<file path="src/rtl/rv_pkg.sv">
// Shared types and constants for the instruction fetch stage.
package rv_pkg;

  localparam int XLEN = 32;

  // addi x0,x0,0 -- emitted in place of an instruction on a fetch fault
  localparam logic [XLEN-1:0] NOP_INSTR = 32'h0000_0013;

  typedef enum logic {
    RUN    = 1'b0,
    HALTED = 1'b1
  } fetch_state_t;

  // One IF/ID pipeline entry handed to decode
  typedef struct packed {
    logic [XLEN-1:0] pc;
    logic [XLEN-1:0] instr;
    logic            fault;
  } ifid_entry_t;

endpackage

</file>
<file path="src/rtl/pipe_reg_ifid.sv">
// IF/ID valid/ready pipeline register with a flush input that discards
// the held entry. It accepts a new entry whenever it is empty or its
// current entry is being consumed.
module pipe_reg_ifid
  import rv_pkg::*;
(
  input  logic        clk,
  input  logic        rst,
  input  logic        flush,
  input  logic        in_valid,
  input  ifid_entry_t in_entry,
  output logic        in_ready,
  output logic        out_valid,
  input  logic        out_ready,
  output ifid_entry_t out_entry
);

  logic        valid_reg;
  ifid_entry_t entry_reg;

  assign in_ready  = !valid_reg || out_ready;
  assign out_valid = valid_reg;
  assign out_entry = entry_reg;

  // Entry register: flush wins, otherwise load or drain when there is room
  always_ff @(posedge clk or posedge rst) begin
    if (rst) begin
      valid_reg <= 1'b0;
      entry_reg <= '0;
    end else if (flush) begin
      valid_reg       <= 1'b0;
      entry_reg.fault <= 1'b0;
    end else if (in_ready) begin
      valid_reg <= in_valid;
      if (in_valid) begin
        entry_reg <= in_entry;
      end
    end
  end

endmodule

</file>
<file path="src/rtl/ifetch_unit.sv">
// Instruction fetch stage: owns the PC, addresses the combinational-read
// instruction memory and pushes {pc, instr, fault} into the IF/ID register.
// An illegal PC produces a single fault entry and halts fetch until a
// redirect arrives.
module ifetch_unit #(
  parameter int          IMEM_ADDR_W = 6,
  parameter logic [31:0] RESET_PC    = 32'h0000_0000,
  parameter logic [31:0] NOP_INSTR   = rv_pkg::NOP_INSTR
) (
  input  logic                   clk,
  input  logic                   rst,
  output logic [IMEM_ADDR_W-1:0] imem_addr,
  input  logic [31:0]            imem_data,
  input  logic                   redirect_valid,
  input  logic [31:0]            redirect_pc,
  output logic                   out_valid,
  input  logic                   out_ready,
  output logic [31:0]            out_pc,
  output logic [31:0]            out_instr,
  output logic                   out_fault,
  output logic                   halted
);

  import rv_pkg::*;

  fetch_state_t state_reg, state_next;
  logic [31:0]  pc_reg, pc_next;
  logic         bad_pc;
  logic         load_en;
  logic         fetch_valid;
  ifid_entry_t  fetch_entry;
  ifid_entry_t  held_entry;

  // Misaligned, or beyond the top of the instruction memory
  assign bad_pc    = (pc_reg[1:0] != 2'b00) || ((pc_reg >> IMEM_ADDR_W) != 32'd0);
  assign imem_addr = pc_reg[IMEM_ADDR_W-1:0];
  assign halted    = (state_reg == HALTED);

  // PC and fetch state registers
  always_ff @(posedge clk or posedge rst) begin
    if (rst) begin
      pc_reg    <= RESET_PC;
      state_reg <= RUN;
    end else begin
      pc_reg    <= pc_next;
      state_reg <= state_next;
    end
  end

  // Next PC, next state and the entry offered to the IF/ID register
  always_comb begin
    pc_next           = pc_reg;
    state_next        = state_reg;
    fetch_valid       = 1'b0;
    fetch_entry.pc    = pc_reg;
    fetch_entry.instr = imem_data;
    fetch_entry.fault = 1'b0;
    if (redirect_valid) begin
      // Redirect target is fetched starting next cycle
      pc_next    = redirect_pc;
      state_next = RUN;
    end else begin
      case (state_reg)
        RUN: begin
          if (load_en) begin
            fetch_valid = 1'b1;
            if (bad_pc) begin
              fetch_entry.instr = NOP_INSTR;
              fetch_entry.fault = 1'b1;
              state_next        = HALTED;
            end else begin
              pc_next = pc_reg + 32'd4;
            end
          end
        end
        HALTED: begin
          fetch_valid = 1'b0;
        end
        default: begin
          state_next = RUN;
        end
      endcase
    end
  end

  pipe_reg_ifid u_ifid (
    .clk       (clk),
    .rst       (rst),
    .flush     (redirect_valid),
    .in_valid  (fetch_valid),
    .in_entry  (fetch_entry),
    .in_ready  (load_en),
    .out_valid (out_valid),
    .out_ready (out_ready),
    .out_entry (held_entry)
  );

  assign out_pc    = held_entry.pc;
  assign out_instr = held_entry.instr;
  assign out_fault = held_entry.fault;

endmodule

</file>
<file path="config.mk">
export PLATFORM = sky130hd
export DESIGN_NAME = ifetch_unit
export DESIGN_NICKNAME = d
export VERILOG_FILES = /design/src/rtl/rv_pkg.sv /design/src/rtl/pipe_reg_ifid.sv /design/src/rtl/ifetch_unit.sv
export SDC_FILE = /design/constraint.sdc
export NUM_CORES = 1
export LEC_CHECK = 0
export CAP_MARGIN = 20
export CORE_MARGIN = 5
export CORE_UTILIZATION = 49
export CTS_CLUSTER_DIAMETER = 40
export DETAILED_ROUTE_END_ITERATION = 10
export GPL_TIMING_DRIVEN = 0
export HOLD_SLACK_MARGIN = 0.05
export PLACE_DENSITY = 0.87
export SYNTH_ARGS = -nofsm -noshare
export SYNTH_HDL_FRONTEND = slang
export SYNTH_HIERARCHICAL = 1
export SYNTH_SLANG_ARGS = --single-unit
</file>
<file path="constraint.sdc">
create_clock -name clk -period 5.9 [get_ports clk]
set_input_delay 1.18 -clock clk [delete_from_list [all_inputs] [get_ports clk]]
set_output_delay 1.18 -clock clk [all_outputs]
set_load 0.01 [all_outputs]
</file>
Word-level counts from Yosys, hierarchy flattened
Index checks and enable logic that the tools add are counted.
Word-level totals
  flip-flop bits (word level): 99
  bits in latches: 0
  memory bits (writable): 0
  ROM bits: 0
  input port bits: 68
  output and inout bits: 73
  logic and storage cells: 39
  memories: 0
Operators by class
  $add $sub $neg: 1
  multiply operators: 0
  div/mod/pow operators: 0
  order comparisons: 0
  eq/ne operators: 2
  shift operators: 0
  mux-type cells: 18
  bitwise gates (word level): 2
  reduce and logical (&&, ||, !) cells: 10
Operators by type and width (count)
  $mux W32: 4
  $mux W33: 2
  $add A32 B3 Y32 const B: 1
  $reduce_bool A32 Y1: 1
  $mux W1: 11
  $reduce_and A3 Y1: 2
  $reduce_bool A2 Y1: 3
  $ne A2 B2 Y1 const B: 2
  $logic_or A1 B1 Y1: 2
  $not A1 Y1: 2
  $pmux W1 S2: 1
  $reduce_and A2 Y1: 1
  $logic_not A1 Y1: 1

Depth between registers and ports, before layout
Gate-level depths: netlist of run 1.
  depth after elaboration: 8
  depth in mapped cells: 9
  gate-level depth less buffers: 8

By module
The synthesis of run 1 kept the hierarchy.
Modules (own cells, without submodules)
  pipe_reg_ifid: times used 1, cells an instance 145, area an instance 2493.6 um^2, sequential area each 1651.6 um^2
  ifetch_unit: times used 1, cells an instance 151, area an instance 1756.7 um^2, sequential area each 825.8 um^2

Worst setup path after synthesis of run 1
No wires, ideal clock.
  path kind: input port to flip-flop
  start point: in out_ready
  end point: reg u_ifid.entry_reg, in the netlist u_ifid/out_entry[10]
  data arrival time: 2.718 ns
  required time: 5.775 ns
  setup slack: 3.058 ns
  stages on the path: 8
  buffers on the path: 1
  cells stage by stage: nor2b_1 inv_1 and2b_2 and2_1 inv_1 nor3_4 buf_6 mux2_2
On the way
  cells in the longest elaborated chain, start to end: 5
Ends and longest elaborated chain
  start, declared: RTL line ifetch_unit.sv:17  | input logic out_ready,
  $logic_or A1 B1 Y1: RTL line pipe_reg_ifid.sv:21  | assign in_ready = !valid_reg || out_ready;
  net load_en: RTL line ifetch_unit.sv:29  | logic load_en;
  $mux W1: RTL line ifetch_unit.sv:65  | if (load_en) begin
  $pmux W1 S2: RTL line ifetch_unit.sv:63  | case (state_reg)
  $mux W1: RTL line ifetch_unit.sv:58  | if (redirect_valid) begin
  net fetch_valid: RTL line ifetch_unit.sv:30  | logic fetch_valid;
  $reduce_and A3 Y1 (no source line)
  end signal, assigned: RTL line pipe_reg_ifid.sv:36  | entry_reg <= in_entry;
  end, declared: RTL line pipe_reg_ifid.sv:19  | ifid_entry_t entry_reg;
The timed path passes the listed nets, and every way through them passes these cells.
A chain may end at the register's enable or synchronous reset.

Final worst setup path of run 1
  start point: in redirect_valid
  end point: reg u_ifid.entry_reg, in the netlist u_ifid/out_entry[2]
On the way
  cells in the longest elaborated chain, start to end: 2
  elaborated cells on any way between the ends: 3
  classes of those cells: mux: 1; bitwise: 1; reduce/logical: 1
Ends and longest elaborated chain
  start, declared: RTL line ifetch_unit.sv:14  | input logic redirect_valid,
  $mux W1: RTL line ifetch_unit.sv:58
  net fetch_valid: RTL line ifetch_unit.sv:30
  $reduce_and A3 Y1 (no source line)
The timed path passes the listed nets, and every way through them passes these cells.

==> results of run 1 <==
## final cells by class
type                            instances  area [µm²]  share of cell area [%]
Timing Repair Buffer                  141        1430                    23.8
Inverter                                9        36.3                   0.604
Sequential cell                        99        2480                    41.2
Clock buffer                           10         138                    2.29
Multi-Input combinational cell        168        1570                    26.2
Buffer                                 20         165                    2.75
Clock inverter                          4        52.6                   0.875
Tap cell                              108         135                    2.25
## routing by layer
layer / up-vias / routed length (µm)
met5: - / 0
met3: 8 / 864
met1: 1418 / 4220
met2: 107 / 4820
li1: 1332 / -
met4: 0 / 78
## cells in the mapped netlist (all sizes together)
cell | count | share of area, %
a31oi | 1 | 0.15
nor2 | 2 | 0.18
and2 | 30 | 4.4
nand3 | 6 | 0.71
clkbuf | 6 | 0.85
buf | 14 | 3.0
nor2b | 2 | 0.29
or4 | 1 | 0.18
nand2b | 3 | 0.44
nor4 | 7 | 2.0
nand4 | 2 | 0.65
nand2 | 1 | 0.088
a21oi | 3 | 0.35
dfrtp | 99 | 58
or3 | 5 | 0.77
a22oi | 1 | 0.18
ha | 1 | 0.29
and2b | 1 | 0.21
nor3 | 2 | 0.50
mux2 | 91 | 24
o21ai | 5 | 0.68
a211o | 1 | 0.21
a2bb2oi | 1 | 0.21
o211ai | 1 | 0.18
o311a | 1 | 0.24
inv | 9 | 0.79
## power by group through the flow
stage               Sequential, W  Clock [W]  Combinational (W)
floorplan                0.000951          0           0.000179
global placement         0.000905          0           0.000547
detailed placement       0.000912          0           0.000563
CTS                      0.000900   0.000431           0.000566
global route             0.000916   0.000462           0.000597
finish                   0.000898   0.000422           0.000556
## final timing paths
check	start	to	cells after the start
max in group asynchronous	rst	u_ifid/out_entry[64]	2
min in group asynchronous	rst	pc_reg[5]	2
worst max-delay path	redirect_valid	u_ifid/out_entry[2]	8
worst max register to register	u_ifid/out_valid	u_ifid/out_entry[2]	8
worst min register to register	u_ifid/out_entry[7]	u_ifid/out_entry[7]	1
worst min-delay path	u_ifid/out_entry[7]	u_ifid/out_entry[7]	1
## worst register-to-register path, delay by kind of cell (launching register included)
kind | cells | cell delay [ns]
buffers and inverters | 3 | 0.50
DFF | 1 | 0.38
muxes | 1 | 0.35
and+or+nand+nor | 4 | 1.12
## cell usage in the layout, fill, tap and decap left out, types with 2 or more instances in the layout
| cell | n |
|---|---|
| sky130_fd_sc_hd__nor4_2 | 2 |
| sky130_fd_sc_hd__nor2b_1 | 2 |
| sky130_fd_sc_hd__dfrtp_1 | 99 |
| sky130_fd_sc_hd__mux2_1 | 5 |
| sky130_fd_sc_hd__clkdlybuf4s50_1 | 140 |
| sky130_fd_sc_hd__buf_6 | 7 |
| sky130_fd_sc_hd__nand3_1 | 6 |
| sky130_fd_sc_hd__inv_1 | 8 |
| sky130_fd_sc_hd__and2_1 | 30 |
| sky130_fd_sc_hd__or3_1 | 4 |
| sky130_fd_sc_hd__mux2_2 | 86 |
| sky130_fd_sc_hd__nor4_1 | 3 |
| sky130_fd_sc_hd__clkbuf_1 | 2 |
| sky130_fd_sc_hd__clkbuf_8 | 11 |
| sky130_fd_sc_hd__nor4_4 | 2 |
| sky130_fd_sc_hd__nand2b_1 | 3 |
| sky130_fd_sc_hd__a21oi_1 | 3 |
| sky130_fd_sc_hd__buf_4 | 6 |
| sky130_fd_sc_hd__o21ai_0 | 4 |
| sky130_fd_sc_hd__nor2_1 | 2 |
| sky130_fd_sc_hd__clkbuf_2 | 3 |
| sky130_fd_sc_hd__clkinvlp_4 | 3 |
## cell families after synthesis
family | synth area share [%]
AO/OA/AOI/OAI | 2.18
adder cells (fa/ha/maj) | 0.294
buffers and inverters | 4.68
flip-flops | 58.3
multiplexers | 24.1
AND/OR/NAND/NOR | 10.5
## per-stage QoR
step | instances | utilization, %
CTS | 559 | 69.9
detailed placement | 545 | 67.7
global route | 559 | 69.9
global placement | 544 | 67.3
finish | 559 | 69.9
floorplan | 296 | -
==> flow_results.org, run 1 <==
** Clock network
- For the worst-skew pair, the clock arrives at the later sink with an insertion delay of 0.34 ns.
- Buffers added to address setup during post-CTS repair amount to 0.
- Counting every sink on the clock net gives 99.
- CTS Buffer Depth :: 2
- Counting the buffers created by CTS gives 9.
- Clock transition time at the flip-flop clock pins of the worst setup and hold paths :: 0.09 ns
- Post-CTS repair changed the size of 0 cells.
- TritonCTS built the clock tree.
- In this run the number of H-tree levels came out at 3.
- Buffers inserted to repair hold after CTS numbered 0.
- Clock Root Buffer :: sky130_fd_sc_hd__clkbuf_8

** Synthesis
- Instance count of the mapped netlist :: 296
- After synthesis the netlist holds a flip-flop and latch count of 99.
- Yosys mapped the design onto 37 distinct sky130hd cell types.
- Sequential cell area fraction in the yosys report :: 58.3%
- Number of warning messages in the yosys log :: 6
- Summing every instance area after synthesis gives 0.00425 mm².
- Mapped Nets :: 365
- Post-synthesis area per instance :: 14.4 µm²

** Run
- Max Cap Viol :: 0

** Power and ir drop
- Leakage power :: 2.48 nW
- Overall power consumption after layout is estimated at 0.00188 W.
- Part of the power in the clock network :: 22.5%
- Across the VDD grid, the largest voltage drop is 178 µV.
- Net switching power figure :: 0.000499 W
- The share of total power dissipated in sequential elements is 47.9%.
- Net switching share of the total power :: 26.6%
- For this design the ratio of total power to cell area is 312 mW/mm².
- Logic gate share of total power :: 29.6%
- The internal power of the cells totals 0.00138 W.

** Cells and area
- 0 antenna diodes ended up in the layout.
- Final instance area :: 0.00601 mm²
- Cells with a size suffix above 1 make up 28.6% of the layout.
- The area growth from synthesis to layout is 41.3%.
- Nets :: 517
- The register with the most flip-flops in the layout has 65 of them.
- Count of filler cells inserted in the layout :: 595

** Route
- Drt via density :: 5.13
- The routed layout has 2865 vias.
- After detailed routing, the number of remaining DRC violations is 0.
- The first routing iteration left 56 violations.
- Avg WL per Cell :: 17.8 µm
- Drt pass-1 iters :: 4
- Once detail routing completed, the nets flagged for antenna violations numbered 0.
- Final wirelength :: 9980 µm

** Hold path
- Hold Path Class :: flop to flop

** Timing
- Once routing completed, OpenROAD measured the worst setup slack at 2.54 ns.
- Final hold analysis gives a worst-case slack of 0.494 ns.
- In the finished design, the share of the clock period the worst path needs comes to 56.9%.
- Subtracting the final worst setup slack from the clock period gives 3.36 ns.
- The worst pin sits at a relative slew slack of 43.8%.
- Setup repair after global routing left no endpoint under its margin.
- Setup-violating endpoint count in the final report :: 0
- Number of hold violations in the final report :: 0
- Worst slew pin tran :: 0.843 ns
- Total negative slack for setup checks :: 0 ns
- Clock skew on the completed layout was measured at 0.00981 ns.
- Final Max Tran Viols :: 0
- For this run, the top clock speed supported by timing is 298 MHz.

** Setup path
- In this design, the critical path's most frequently occurring cell is sky130_fd_sc_hd__inv_1.
- Category of the worst setup path launch point :: input port
- The worst setup path is of the input port to flop kind.
- STA puts the critical path data required time at 6.13 ns.
- The critical path goes through clkdlybuf4s50_1 -> clkbuf_8 -> inv_1 -> and2_1 -> inv_1 -> nor3_4 -> buf_6 -> mux2_2.
- Critical path fanouts, max :: 10
- Maximum single-stage delay on the critical path :: 0.57 ns
- Data arrives at the worst endpoint at 3.59 ns.
- Critical Path Slowest Stage Cell :: sky130_fd_sc_hd__nor3_4
- FF-to-FF setup slack :: 3.43 ns
- Among cell families on the critical path, the largest total delay comes from buffers and inverters.
- Kind of capture point of the worst setup path :: flop
- Counting both buffers and inverters, the worst setup path holds a total of 5.

** Die
- Pin placement for this block handled 141 I/O pins.
- Placement row count :: 34
- Starting utilization of the core area :: 49.5%
- Measured along the y axis, the die boundary spans 103 µm.
- Floorplan core area :: 0.00859 mm²
- The die covers 0.0106 mm².
- The die is 103 µm wide.

** Placed design
- Number of buffers inserted by port buffering :: 140
- Before CTS, the worst setup slack after placement is 2.20 ns.
- In this run the cell area measured after placement is 0.00582 mm².
- DP HPWL :: 7580 µm
- Gpl congestion :: 0.734

** GRT
- Antenna violations before repair :: 0
- For met1 alone, demand over resource in global routing was 24.8%.
- The first global-routing pass estimated 16000 µm of wire.
- Entering global routing, the biggest net connects 67 pins.
- Global routing finished with a remaining overflow of 0.
- Via count of the first global-routing pass :: 3151
- Met2 track demand over resource :: 33.1%
- The global routing stage identified its most utilized layer as met2.
- Global-route met3 utilization :: 5.07%
- For this run, the total global-route usage over all layers was measured as 19.6%.

** Run status
- Result of the run :: finished, final reports clean
Note: power is estimated with default switching activity, not from simulation.
==> run 2, diff against run 1 <==
--- a/config.mk
+++ b/config.mk
@@ -7,12 +7,12 @@
 export LEC_CHECK = 0
 export CAP_MARGIN = 20
 export CORE_MARGIN = 5
-export CORE_UTILIZATION = 49
+export CORE_UTILIZATION = 46
 export CTS_CLUSTER_DIAMETER = 40
 export DETAILED_ROUTE_END_ITERATION = 10
 export GPL_TIMING_DRIVEN = 0
 export HOLD_SLACK_MARGIN = 0.05
-export PLACE_DENSITY = 0.87
+export PLACE_DENSITY = 0.82
 export SYNTH_ARGS = -nofsm -noshare
 export SYNTH_HDL_FRONTEND = slang
 export SYNTH_HIERARCHICAL = 1
==> constraint.sdc (replaced) <==
create_clock -name clk -period 3.09 [get_ports clk]
set_input_delay 0.618 -clock clk [delete_from_list [all_inputs] [get_ports clk]]
set_output_delay 0.618 -clock clk [all_outputs]
set_load 0.01 [all_outputs]
==> flow_results.org, run 2 (same netlist as run 1, synthesis figures left out) <==
** Clock network
- Clock latency at the later pin of the worst-skew pair :: 0.35 ns (about the same)
- CTS Buffer Depth :: 2 (unchanged)
- The total clock buffers created by CTS was 9 (unchanged).
- Number of clock sinks :: 99 (unchanged)
- TritonCTS clock tree :: done
- Clock Root Buffer :: sky130_fd_sc_hd__clkbuf_8
- Number of buffers added for setup after CTS :: 0 (unchanged)
- Clock transition time at the flip-flop clock pins of the worst setup and hold paths :: 0.09 ns (about the same)
- Total of cells resized after clock tree synthesis :: 0 (unchanged)
- The count of H-tree levels built during CTS came to 3 (unchanged).
- Hold buffers post-CTS :: 0 (unchanged)

** Cells and area
- Synth-to-Final Area Change :: 41.5%
- The number of fill cells in the layout is 693 (+16%).
- The number of inserted diodes came to 0 (unchanged).
- In the layout the commonest cells are 140 x sky130_fd_sc_hd__clkdlybuf4s50_1, 99 x sky130_fd_sc_hd__dfrtp_1, 86 x sky130_fd_sc_hd__mux2_2.
- The fraction of final layout cells sized beyond drive strength 1 is 28.5% (-0.063 points).
- The library cell used most frequently in the layout, excluding fill and tap cells, is sky130_fd_sc_hd__clkdlybuf4s50_1.
- Nets :: 517 (unchanged)
- Final instance area :: 0.00601 mm² (+0.10%)
- The area of combinational cells with multiple inputs came to 0.00157 mm² (unchanged).
- Number of flip-flops under the largest register name :: 65 (unchanged)
- Sequential cell area in the final layout :: 0.00248 mm² (unchanged)

** GRT
- Global-route met3 utilization :: 6.38% (+1.3 points)
- Met2 track demand over resource :: 31.7% (-1.4 points)
- Via count of the first global-routing pass :: 3243 (+2.9%)
- The pin count of the biggest net entering global routing was 67 (unchanged).
- Global route total overflow :: 0 (unchanged)
- The overall routing resource usage was 18.4% (-1.1 points).
- The met1 track utilization from global routing is 22.7% (-2.2 points).
- The number of antenna violations at the first check in global routing came to 0 (unchanged).
- After global routing, the most crowded layer is met2.
- The global-route wire length before repair is 16500 µm (+3.0%).

** Placed design
- Standard cell area after detailed placement :: 0.00582 mm² (about the same)
- The routability congestion estimate was 0.807 (+9.9%).
- The half-perimeter wire length of the detailed placement result is 7680 µm (+1.4%).
- Number of buffers inserted by port buffering :: 140 (unchanged)

** Route
- The violation count after the first detailed-route iteration was 55 (-1.8%).
- The number of remaining DRC errors came to 0 (unchanged).
- Vias :: 2860 (-0.17%)
- Drt via density :: 5.08 (-0.88%)
- The number of nets still failing antenna checks after routing is 0 (unchanged).
- The wire length reported by the detailed router was 10100 µm (+1.1%).
- Avg WL per Cell :: 17.9 µm (+0.42%)
- The first-pass detailed-route iteration total came to 4 (unchanged).

** Die
- The number of placed I/O pins is 141 (unchanged).
- Die outline width :: 106 µm (+2.9%)
- Starting utilization of the core area :: 46.7% (-2.8 points)
- Die area :: 0.0113 mm² (+5.9%)
- Placement row count :: 35 (+2.9%)
- The vertical die dimension came to 106 µm (+2.9%).
- Floorplan core area :: 0.00911 mm² (+6.0%)

** Power and ir drop
- The static leakage was 2.49 nW (+0.36%).
- The largest vdd supply drop came to 286 µV (+61%).
- The power per standard cell area was 596 mW/mm² (+91%).

** Timing
- Worst slew margin relative to its limit :: 44.6% (+0.82 points)
- Setup repair after global routing left no endpoint under its margin.
- Number of hold violations in the final report :: 0 (unchanged)
- Highest clock frequency the design can meet :: 361 MHz
- The smallest clock period supported by the final layout is computed as 2.77 ns.
- The setup skew after layout is 0.0139 ns (+0.00405 ns).
- The final number of max-transition violations was 0 (unchanged).
- The pin slew with the least headroom to its limit is 0.831 ns (-0.0123 ns).
- The final total negative setup slack was 0 ns (unchanged).
- Final Cycle Share :: 89.7%
- Setup-violating endpoint count in the final report :: 0 (unchanged)

** Hold path
- In this run the worst hold path is classified as flop to flop.

** Setup path
- STA classifies the critical path startpoint as an input port.
- Critical path class :: input port to flop
- Kind of capture point of the worst setup path :: flop
- The arrival time of data at the critical path endpoint is 3.00 ns (-0.59 ns).
- The required time at the worst-slack endpoint was 3.32 ns (-2.81 ns).
- Critical path fanouts, max :: 10 (unchanged)

** Run
- Max Cap Viol :: 0 (unchanged)

** Run status
- The flow ran to the end, and the final reports show no timing, DRC or antenna violations.
-- run 2: layout make-up --
| cell class | count | area share (%) |
|---|---|---|
| Sequential cell | 99 | 41.2 |
| Multi-Input combinational cell | 168 | 26.2 |
| Buffer | 20 | 2.75 |
| Clock buffer | 11 | 2.35 |
| Clock inverter | 4 | 0.853 |
| Inverter | 9 | 0.603 |
| Tap cell | 111 | 2.31 |
| Timing Repair Buffer | 141 | 23.8 |
-- run 2: power by group --
group | total (W) | internal, W | switching [W]
Clock | 0.000813 | 0.000393 | 0.000420
Combinational | 0.00106 | 0.000688 | 0.000373
Sequential | 0.00171 | 0.00155 | 0.000157
-- run 2: path summary, 6_finish.rpt --
check,from,endpoint,slack (ns),depth (start not counted)
setup / recovery,redirect_valid,u_ifid/out_entry[1],0.32,8
hold / removal,u_ifid/out_entry[43],u_ifid/out_entry[43],0.50,1
setup reg to reg,u_ifid/out_valid,u_ifid/out_entry[1],0.64,8
hold reg to reg,u_ifid/out_entry[43],u_ifid/out_entry[43],0.50,1
max in group asynchronous,rst,u_ifid/out_entry[64],1.71,2
min in group asynchronous,rst,pc_reg[2],0.79,2
-- run 2: critical path, stage by stage --
cell	delay (ns)
sky130_fd_sc_hd__clkdlybuf4s50_1	0.52
sky130_fd_sc_hd__clkbuf_8	0.23
sky130_fd_sc_hd__inv_1	0.16
sky130_fd_sc_hd__and2_1	0.21
sky130_fd_sc_hd__inv_1	0.10
sky130_fd_sc_hd__nor3_4	0.55
sky130_fd_sc_hd__buf_6	0.25
sky130_fd_sc_hd__mux2_2	0.35
-- run 2: metrics by stage --
step | hold slack [ns] | setup WS, ns | total power [W] | std cells | util [%]
after floorplan | 0.498 | 0.810 | 0.00216 | 296 | -
after detailed placement | 0.481 | -0.0714 | 0.00281 | 548 | 63.9
final | 0.499 | 0.317 | 0.00358 | 563 | 66.0
after CTS | 0.503 | 0.289 | 0.00363 | 563 | 66.0
after global placement | 0.468 | -0.485 | 0.00277 | 547 | 63.6
after global routing | 0.524 | 0.185 | 0.00377 | 563 | 66.0
-- run 2: layer usage --
layer / vias to the layer above / share of wire (%)
li1: 1333 / -
met1: 1424 / 43
met2: 101 / 50
met3: 2 / 7.1
met4: 0 / 0.21
met5: - / 0
==> run 3, diff against run 2 <==
--- a/config.mk
+++ b/config.mk
@@ -5,6 +5,7 @@
 export SDC_FILE = /design/constraint.sdc
 export NUM_CORES = 1
 export LEC_CHECK = 0
+export ABC_CLOCK_PERIOD_IN_PS = 3090
 export CAP_MARGIN = 20
 export CORE_MARGIN = 5
 export CORE_UTILIZATION = 46
==> results of run 3 <==
The final DEF is identical to that of run 2; final timing and power are the same.
